## src/rtl/pipeline_pkg.sv

```systemverilog
// Shared decode definitions: opcodes, field positions, widths and the ID/EX control bundle.
package pipeline_pkg;
    localparam int PC_W   = 7;
    localparam int DATA_W = 32;
    localparam int NREG   = 32;
    localparam int RA_W   = 5;

    localparam int OP_HI = 31, OP_LO = 26;
    localparam int RS_HI = 25, RS_LO = 21;
    localparam int RT_HI = 20, RT_LO = 16;
    localparam int RD_HI = 15, RD_LO = 11;
    localparam int FN_HI = 5,  FN_LO = 0;
    localparam int IMM_W = 16;

    typedef enum logic [5:0] {
        OP_R    = 6'b000000,
        OP_J    = 6'b000010,
        OP_BEQ  = 6'b000100,
        OP_BNE  = 6'b000101,
        OP_ADDI = 6'b001000,
        OP_LW   = 6'b100011,
        OP_SW   = 6'b101011
    } opcode_e;

    typedef struct packed {
        logic            valid;
        logic            illegal;
        logic [5:0]      op;
        logic [5:0]      funct;
        logic [RA_W-1:0] rd;
    } id_ctl_t;
endpackage

```

## src/rtl/decode_stage_reg_file.sv

```systemverilog
// 2-read/1-write register file, r0 hard-wired to zero.
// DECODE_BYPASS_EN: reads see a same-cycle writeback (write-first).
module reg_file
    import pipeline_pkg::*;
#(
    parameter int NREG   = 32,
    parameter int DATA_W = 32
) (
    input  logic              clk,
    input  logic              rst,
    input  logic [RA_W-1:0]   ra_a,
    input  logic [RA_W-1:0]   ra_b,
    output logic [DATA_W-1:0] rd_a,
    output logic [DATA_W-1:0] rd_b,
    input  logic              we,
    input  logic [RA_W-1:0]   wa,
    input  logic [DATA_W-1:0] wd
);
    logic [NREG-1:0][DATA_W-1:0] regs_q, regs_d;

    always_comb begin
        regs_d = regs_q;
        if (we && wa != '0) regs_d[wa] = wd;
        regs_d[0] = '0;
    end

    always_ff @(posedge clk) begin
        if (!rst) regs_q <= '0;
        else      regs_q <= regs_d;
    end

`ifdef DECODE_BYPASS_EN
    // Next-state view already merges the pending write.
    assign rd_a = regs_d[ra_a];
    assign rd_b = regs_d[ra_b];
`else
    assign rd_a = regs_q[ra_a];
    assign rd_b = regs_q[ra_b];
`endif
endmodule

```

## src/rtl/decode_stage.sv

```systemverilog
// ID stage: field decode, regfile, load-use stall, BEQ/BNE/J redirect, ID/EX register.
// Optional DECODE_BYPASS_EN selects a write-first register file.
module decode_stage
    import pipeline_pkg::*;
#(
    parameter int PC_W   = 7,
    parameter int DATA_W = 32,
    parameter int NREG   = 32
) (
    input  logic              clk,
    input  logic              rst,
    input  logic [31:0]       instr,
    input  logic [PC_W-1:0]   pc_in,
    input  logic              wb_en,
    input  logic [4:0]        wb_addr,
    input  logic [DATA_W-1:0] wb_data,
    input  logic              ex_load,
    input  logic [4:0]        ex_rd,
    output logic              fetch_enbl,
    output logic              dec,
    output logic [PC_W-1:0]   pc_target,
    output logic              id_valid,
    output logic [5:0]        id_op,
    output logic [5:0]        id_funct,
    output logic [DATA_W-1:0] id_rs_val,
    output logic [DATA_W-1:0] id_rt_val,
    output logic [DATA_W-1:0] id_imm,
    output logic [4:0]        id_rd,
    output logic              id_illegal
);
    logic [5:0]        op;
    logic [RA_W-1:0]   rs, rt, rd;
    logic [IMM_W-1:0]  imm16;
    logic [DATA_W-1:0] rs_val, rt_val, imm_ext;
    logic              legal, uses_rt, stall, taken, redirect;
    logic [RA_W-1:0]   dest;

    id_ctl_t           ctl_q, ctl_d;
    logic [DATA_W-1:0] rs_val_q, rs_val_d, rt_val_q, rt_val_d, imm_q, imm_d;
    logic              squash_q, squash_d;

    assign op      = instr[OP_HI:OP_LO];
    assign rs      = instr[RS_HI:RS_LO];
    assign rt      = instr[RT_HI:RT_LO];
    assign rd      = instr[RD_HI:RD_LO];
    assign imm16   = instr[IMM_W-1:0];
    assign imm_ext = {{(DATA_W-IMM_W){imm16[IMM_W-1]}}, imm16};

    reg_file #(.NREG(NREG), .DATA_W(DATA_W)) u_rf (
        .clk (clk),     .rst (rst),
        .ra_a(rs),      .ra_b(rt),
        .rd_a(rs_val),  .rd_b(rt_val),
        .we  (wb_en),   .wa  (wb_addr), .wd(wb_data)
    );

    always_comb begin
        legal   = 1'b1;
        uses_rt = 1'b0;
        dest    = '0;
        case (op)
            OP_R:           begin dest = rd; uses_rt = 1'b1; end
            OP_ADDI, OP_LW: dest = rt;
            OP_BEQ, OP_BNE,
            OP_SW:          uses_rt = 1'b1;
            OP_J:           ;
            default:        legal = 1'b0;
        endcase
    end

    // A squashed slot is a bubble, so it can neither stall nor redirect.
    assign stall = !squash_q && ex_load && ex_rd != '0 &&
                   (ex_rd == rs || (ex_rd == rt && uses_rt));
    assign taken = (op == OP_BEQ && rs_val == rt_val) ||
                   (op == OP_BNE && rs_val != rt_val) || op == OP_J;
    assign redirect   = rst && !squash_q && !stall && taken;
    assign dec        = redirect;
    assign fetch_enbl = !rst || !stall;
    assign pc_target  = (op == OP_J) ? instr[PC_W-1:0] : pc_in + imm16[PC_W-1:0];

    always_comb begin
        squash_d = redirect;
        ctl_d    = '0;
        rs_val_d = '0;
        rt_val_d = '0;
        imm_d    = '0;
        if (!squash_q && !stall) begin
            if (!legal) begin
                ctl_d.illegal = 1'b1;
            end else begin
                ctl_d.valid = 1'b1;
                ctl_d.op    = op;
                ctl_d.funct = instr[FN_HI:FN_LO];
                ctl_d.rd    = dest;
                rs_val_d    = rs_val;
                rt_val_d    = rt_val;
                imm_d       = imm_ext;
            end
        end
    end

    always_ff @(posedge clk) begin
        if (!rst) begin
            squash_q <= 1'b1;
            ctl_q    <= '0;
            rs_val_q <= '0;
            rt_val_q <= '0;
            imm_q    <= '0;
        end else begin
            squash_q <= squash_d;
            ctl_q    <= ctl_d;
            rs_val_q <= rs_val_d;
            rt_val_q <= rt_val_d;
            imm_q    <= imm_d;
        end
    end

    assign id_valid   = ctl_q.valid;
    assign id_illegal = ctl_q.illegal;
    assign id_op      = ctl_q.op;
    assign id_funct   = ctl_q.funct;
    assign id_rd      = ctl_q.rd;
    assign id_rs_val  = rs_val_q;
    assign id_rt_val  = rt_val_q;
    assign id_imm     = imm_q;
endmodule

```

## config.mk

```make
export PLATFORM = sky130hd
export DESIGN_NAME = decode_stage
export DESIGN_NICKNAME = d
export VERILOG_FILES = /design/src/rtl/pipeline_pkg.sv /design/src/rtl/decode_stage_reg_file.sv /design/src/rtl/decode_stage.sv
export SDC_FILE = /design/constraint.sdc
export NUM_CORES = 2
export LEC_CHECK = 0
export ABC_CLOCK_PERIOD_IN_PS = 4490
export BUFFER_PORTS_ARGS = -buffer_cell sky130_fd_sc_hd__buf_2
export CORE_MARGIN = 2
export CORE_UTILIZATION = 25
export CTS_CLUSTER_DIAMETER = 150
export DETAILED_ROUTE_END_ITERATION = 10
export SYNTH_ARGS = -nofsm -noshare
export SYNTH_HDL_FRONTEND = slang
export SYNTH_SLANG_ARGS = --single-unit
```

## constraint.sdc

```tcl
create_clock -name clk -period 4.49 [get_ports clk]
set_input_delay 0.449 -clock clk [delete_from_list [all_inputs] [get_ports clk]]
set_output_delay 0.449 -clock clk [all_outputs]
set_load 0.01 [all_outputs]
```

; Word level (Yosys, flattened, before mapping)
; Index checks and enable logic that the tools add are counted.
[word_totals]
regBits = 1092
in_bits = 85
out_inout_bits = 124
[classes]
add_sub_neg = 1
n_lt_le_gt_ge = 4
n_eq_ne = 10
muxes = 13
reduce_logical = 27
[ops]
columns = op, count
row1 = $bwmux W1024, 1
row2 = $bmux W32 S5, 2
row3 = $demux W32 S5, 1
row4 = $mux W32, 3
row5 = $eq A32 B32 Y1, 1
row6 = $ne A32 B32 Y1, 1
row7 = $lt A5 B6 Y1 const B, 3
row8 = $eq A6 B3 Y1 const B, 2
row9 = $eq A6 B6 Y1 const B, 2
row10 = $logic_and A1 B1 Y1, 12
row11 = $eq A5 B5 Y1, 2
row12 = $pmux W5 S2, 1
row13 = $reduce_bool A5 Y1, 2
row14 = $add A7 B7 Y7, 1
row15 = $mux W7, 1
row16 = $reduce_or A7 Y1, 1
row17 = $eq A6 B2 Y1 const B, 1
row18 = $eq A6 B4 Y1 const B, 1
row19 = $logic_not A6 Y1, 1
row20 = $ge A5 B1 Y1 const B, 1
row21 = $logic_or A1 B1 Y1, 4
row22 = $mux W1, 4
row23 = $reduce_or A4 Y1, 1
row24 = $logic_not A1 Y1, 3
row25 = other kinds (3), 3

; Depth between registers and ports, before layout
[depth]
ltp_word = 9
ltp_mapped = 15
depth_no_buf = 11

; Hierarchy
; A second synthesis with hierarchy kept.
[unflattened]
cells_unflattened = 6935
area_unflattened_um2 = 57417.6
[modules_own_cells]
columns = module, instances, cells_per_inst, area_each_um2, seq_area_each_um2
row1 = reg_file, 1, 6583, 53730.3, 19859.0
row2 = decode_stage, 1, 352, 3687.3, 1881.8

; Least setup slack after synthesis
; OpenSTA, ideal clock, no wires.
[synth_path]
path_type = input-to-output
from = input instr[21]
to = output dec
arrival_ns = 2.915
required_time_ns = 4.041
slack_ns = 1.126
cell_stages = 12
n_path_buf = 2
path_cell_list = buf_6 -> buf_2 -> mux4_2 -> mux2_2 -> a221oi_1 -> a31oi_1 -> xnor2_1 -> nand4_1 -> nor3_2 -> nand4_1 -> xnor2_2 -> o22ai_1
[synth_via]
elab_chain_cells = 7
[synth_rtl]
columns = item, line_no
row1 = from (decl), decode_stage.sv:12  ; input logic [31:0] instr,
row2 = $bmux W32 S5, decode_stage_reg_file.sv:37  ; assign rd_a = regs_q[ra_a];
row3 = $mux W32 (not written as such), decode_stage_reg_file.sv:37
row4 = $eq A32 B32 Y1 or $ne A32 B32 Y1 (tied branches), "decode_stage.sv:73, decode_stage.sv:74"
row5 = $logic_and A1 B1 Y1 (on tied branches), "decode_stage.sv:73, decode_stage.sv:74"
row6 = $logic_or A1 B1 Y1, decode_stage.sv:73  ; assign taken = (op == OP_BEQ && rs_val == rt_val) ||
row7 = $logic_or A1 B1 Y1, decode_stage.sv:74  ; (op == OP_BNE && rs_val != rt_val) || op == OP_J;
row8 = $logic_and A1 B1 Y1 (*), decode_stage.sv:75  ; assign redirect = rst && !squash_q && !stall && taken;
row9 = to (decl), decode_stage.sv:20  ; output logic dec,
; Every way passes the cells marked *; elsewhere a longest branch is shown, timed or not. The select of a mux whose other input is x is not followed.

; Worst setup path in the final report
[layout_path]
from = register u_rf.regs_q[524] in the netlist's numbering
to = output dec
[layout_via]
elab_chain_cells = 7
[layout_rtl]
columns = item, line_no
row1 = from (decl), decode_stage_reg_file.sv:19  ; logic [NREG-1:0][DATA_W-1:0] regs_q, regs_d;
row2 = from (signal assigned), decode_stage_reg_file.sv:29  ; else regs_q <= regs_d;
row3 = $bmux W32 S5 (on tied branches), "decode_stage_reg_file.sv:37, decode_stage_reg_file.sv:38"
row4 = $mux W32 (on tied branches), "decode_stage_reg_file.sv:37, decode_stage_reg_file.sv:38"
row5 = $eq A32 B32 Y1 or $ne A32 B32 Y1 (tied branches), "decode_stage.sv:73, decode_stage.sv:74"
row6 = $logic_and A1 B1 Y1 (on tied branches), "decode_stage.sv:73, decode_stage.sv:74"
row7 = $logic_or A1 B1 Y1 (*), decode_stage.sv:73
row8 = $logic_or A1 B1 Y1 (*), decode_stage.sv:74
row9 = $logic_and A1 B1 Y1 (*), decode_stage.sv:75
; Marks and branches as above.

==> flow_summary.toml <==
[logic_synthesis]
synth_sequential_area_ratio_pct = 38.1
synth-edff-count = 0
avgSynthCellArea_um2 = 8.86
netlist_top_cells_area = "dfxtp_1 38%, nand2_1 14%, a21boi_0 13%"
yosysTopAreaCellShare_pct = 38.1
yosysUniqueCellTypes = 72
ys_warn_count = 0
dominantRegCellSynth = "dfxtp_1"
synth.cell_area_um2 = 57100
yosysMostFrequentCell = "nand2_1"
synth_largest_area_cell = "dfxtp_1"
synth.top_cells.by_count = "2,081 x nand2_1, 1,086 x dfxtp_1, 992 x a21boi_0, 463 x clkbuf_1, 373 x mux2i_1"
postSynth.asyncResetShare_pct = 0
synth_cells = 6449
synth.net_count = 6541
post_synthesis_sequential_element_count = 1086

[clock_tree]
cts.sinks = 1086
clk_root_buffer_cell = "clkbuf_16"
cts_buffers = 116
tritoncts = "built"
clock_insertion_delay_worst_skew_ns = 0.79
htreeDepth = 3
ctsLongestPathBuffers = 3
clkTransAtPathRegs_ns = 0.06

[layout]
fin_nets = 6638
synthesis_to_finish_area_growth_pct = 18.5
fraction_of_final_layout_cells_with_drive_strength_greater_than_1_pct = 19.1
instances_no_fill = 9668
postLayoutCellArea_um2 = 67700

[placed_design]
placed_area_um2 = 63000
finalWeightedCongestion = 0.940
pre_cts_ws_ns = -0.735
dp_cells = 9403
portBuffers = 208
post-dp-hpwl_mm = 161

[sta]
max_clock_freq_ghz = 0.216
worst_slack_ns = -0.132
final_period_minus_worst_setup_slack_ns = 4.62
clock_skew_ns = 0.0777
final_hold_viol_count = 0
worst-slew-pin-transition_ns = 1.36
fin_crit_sh_pct = 103
finalSetupViolCount = 1
hold_slack_ns = 0.0758
relSlewSlack_pct = 9.44
drv_slew = 0
grt_setup_unrepaired = "yes"

[hold_path]
min_delay_path_class = "in -> reg"

[routing]
route.detailed.wl_per_inst_um = 26.3
detailedRoute.firstPassIterationCount = 6
drt_iter0_markers = 6977
drc = 0
detail-route-antenna-nets = 0
average_via_count_per_standard_cell = 5.48
final_routed_wirelength_mm = 254
routed-via-count = 53000

[die]
start_util_pct = 25.1
rows = 175
top_level_ports = 209
floorplan.die.height_um = 482
die_outline_area_um2 = 232000
core_um2 = 227000
die_w_um = 482

[grt]
number_of_antenna_violations_at_the_first_check_in_global_routing = 37
grt_pass1_vias = 51200
grt_usage_pct = 21.0
overflow = 0
grt_start_max_net_pins = 257
grt_pass1_wl_mm = 361

[power]
worst_ir_drop_vdd_mv = 0.433
power.leakage_nw = 23.3
powerDensity_nw_per_um2 = 331

[setup_path]
cp-start-kind = "register"
critPathCaptureType = "output port"
worst-setup-path-type = "reg -> out"
cp_max_fo = 3
cp.required_ns = 4.04
worst_ep_arrival_time_ns = 4.17

[status]
violated_checks = "setup timing"
run_status = "finished, violations left"

[job]
max_cap_violations = 0
## where the power goes
part	switching [mW]	total, mW	internal [mW]
registers	0.0550	9.76	9.71
clock network	4.41	10.2	5.80
logic	1.50	2.41	0.909
## layout make-up
class	instances	area [um2]
diodes	16	40.0
clock buffers	158	3300
clock inverters	57	681
fillers	23500	160000
inverters	10	37.5
multi-input cells	4702	32900
flip-flops and latches	1086	21700
well taps	3009	3760
repair buffers	630	5190
## worst paths after layout
| check | from | to | slack (ns) | depth (start not counted) |
|---|---|---|---|---|
| setup / recovery | u_rf.regs_q[524] | dec | -0.13 | 12 |
| hold / removal | instr[28] | id_illegal | 0.08 | 3 |
| setup reg to reg | u_rf.regs_q[524] | squash_q | 1.10 | 11 |
| hold reg to reg | u_rf.regs_q[715] | u_rf.regs_q[715] | 0.48 | 2 |
## flip-flops by register name, summed over array words and instances (netlist names)
register,cells
u_rf.regs_q,992
id_illegal,1
id_rs_val,32
id_funct,5
id_rt_val,32
id_imm,11
id_valid,1
id_rd,5
squash_q,1
id_op,6
## metrics by stage
stage,power (mW),TNS [ns],util (%)
floorplan,11.3,0,-
global placement,12.2,-0.803,27.7
detailed placement,12.3,-0.886,27.7
CTS,22.4,-0.230,29.7
global route,22.9,-0.0985,29.8
finish,22.4,-0.132,29.8
## cell usage in the layout, fill, tap and decap left out, types with 14 or more instances in the layout
cell type,instances
a21boi_0,992
a211oi_1,19
a22o_1,14
nand3_1,59
nor3_1,20
mux2i_1,373
nor2_1,65
clkbuf_8,18
nor2b_1,45
a221o_1,31
clkbuf_16,121
a22oi_1,150
buf_4,336
o22ai_1,16
and2_1,76
a21oi_1,26
mux2_2,95
mux4_2,255
dlygate4sd3_1,20
buf_2,200
mux4_1,16
nand2_2,26
clkinv_2,27
nand4_1,18
nor2_4,28
xnor2_1,30
diode_2,16
nand2_1,2050
a221oi_1,76
clkbuf_1,21
a31oi_1,36
buf_12,62
dfxtp_1,1085
## critical path, cell delays in order, from the launching register on
cell	delay (ns)
dfxtp_1	0.34
mux4_2	0.47
mux2_4	0.32
a221oi_2	0.26
buf_4	0.18
a31oi_4	0.05
xor2_2	0.23
nor4_4	0.54
nand4_1	0.32
buf_6	0.23
xnor2_4	0.13
o22ai_4	0.18
buf_6	0.14
## what timing repair did
item                       4_1_cts  5_1_grt
hold buffers                    20        0
pin swaps                        7        8
hold endpoints to repair        25        0
setup endpoints to repair        1        1
resized for setup               28       17
buffers inserted                 2       12
gates cloned                     0        2
## logic make-up (layout without fill, tap and decap cells)
kind of cell	after synthesis	after routing	synth area share [%]
AO/OA/AOI/OAI	1435	1435	19.0
XOR/XNOR	43	43	0.672
adder cells (fa/ha/maj)	7	7	0.166
buffers and inverters	661	855	5.33
flip-flops	1086	1086	38.1
multiplexers	742	742	19.3
other	1	17	0.00656
AND/OR/NAND/NOR	2474	2474	17.5
## per-layer routing
| metal | vias to the layer above | GRT usage (%) | routed length [um] |
|---|---|---|---|
| li1 | 22600 | - | - |
| met3 | 973 | 4.97 | 28300 |
| met2 | 3417 | 32.6 | 112000 |
| met5 | - | 0 | 66 |
| met4 | 12 | 14.6 | 19800 |
| met1 | 26000 | 25.7 | 94400 |
(Power assumes the default switching activity.)
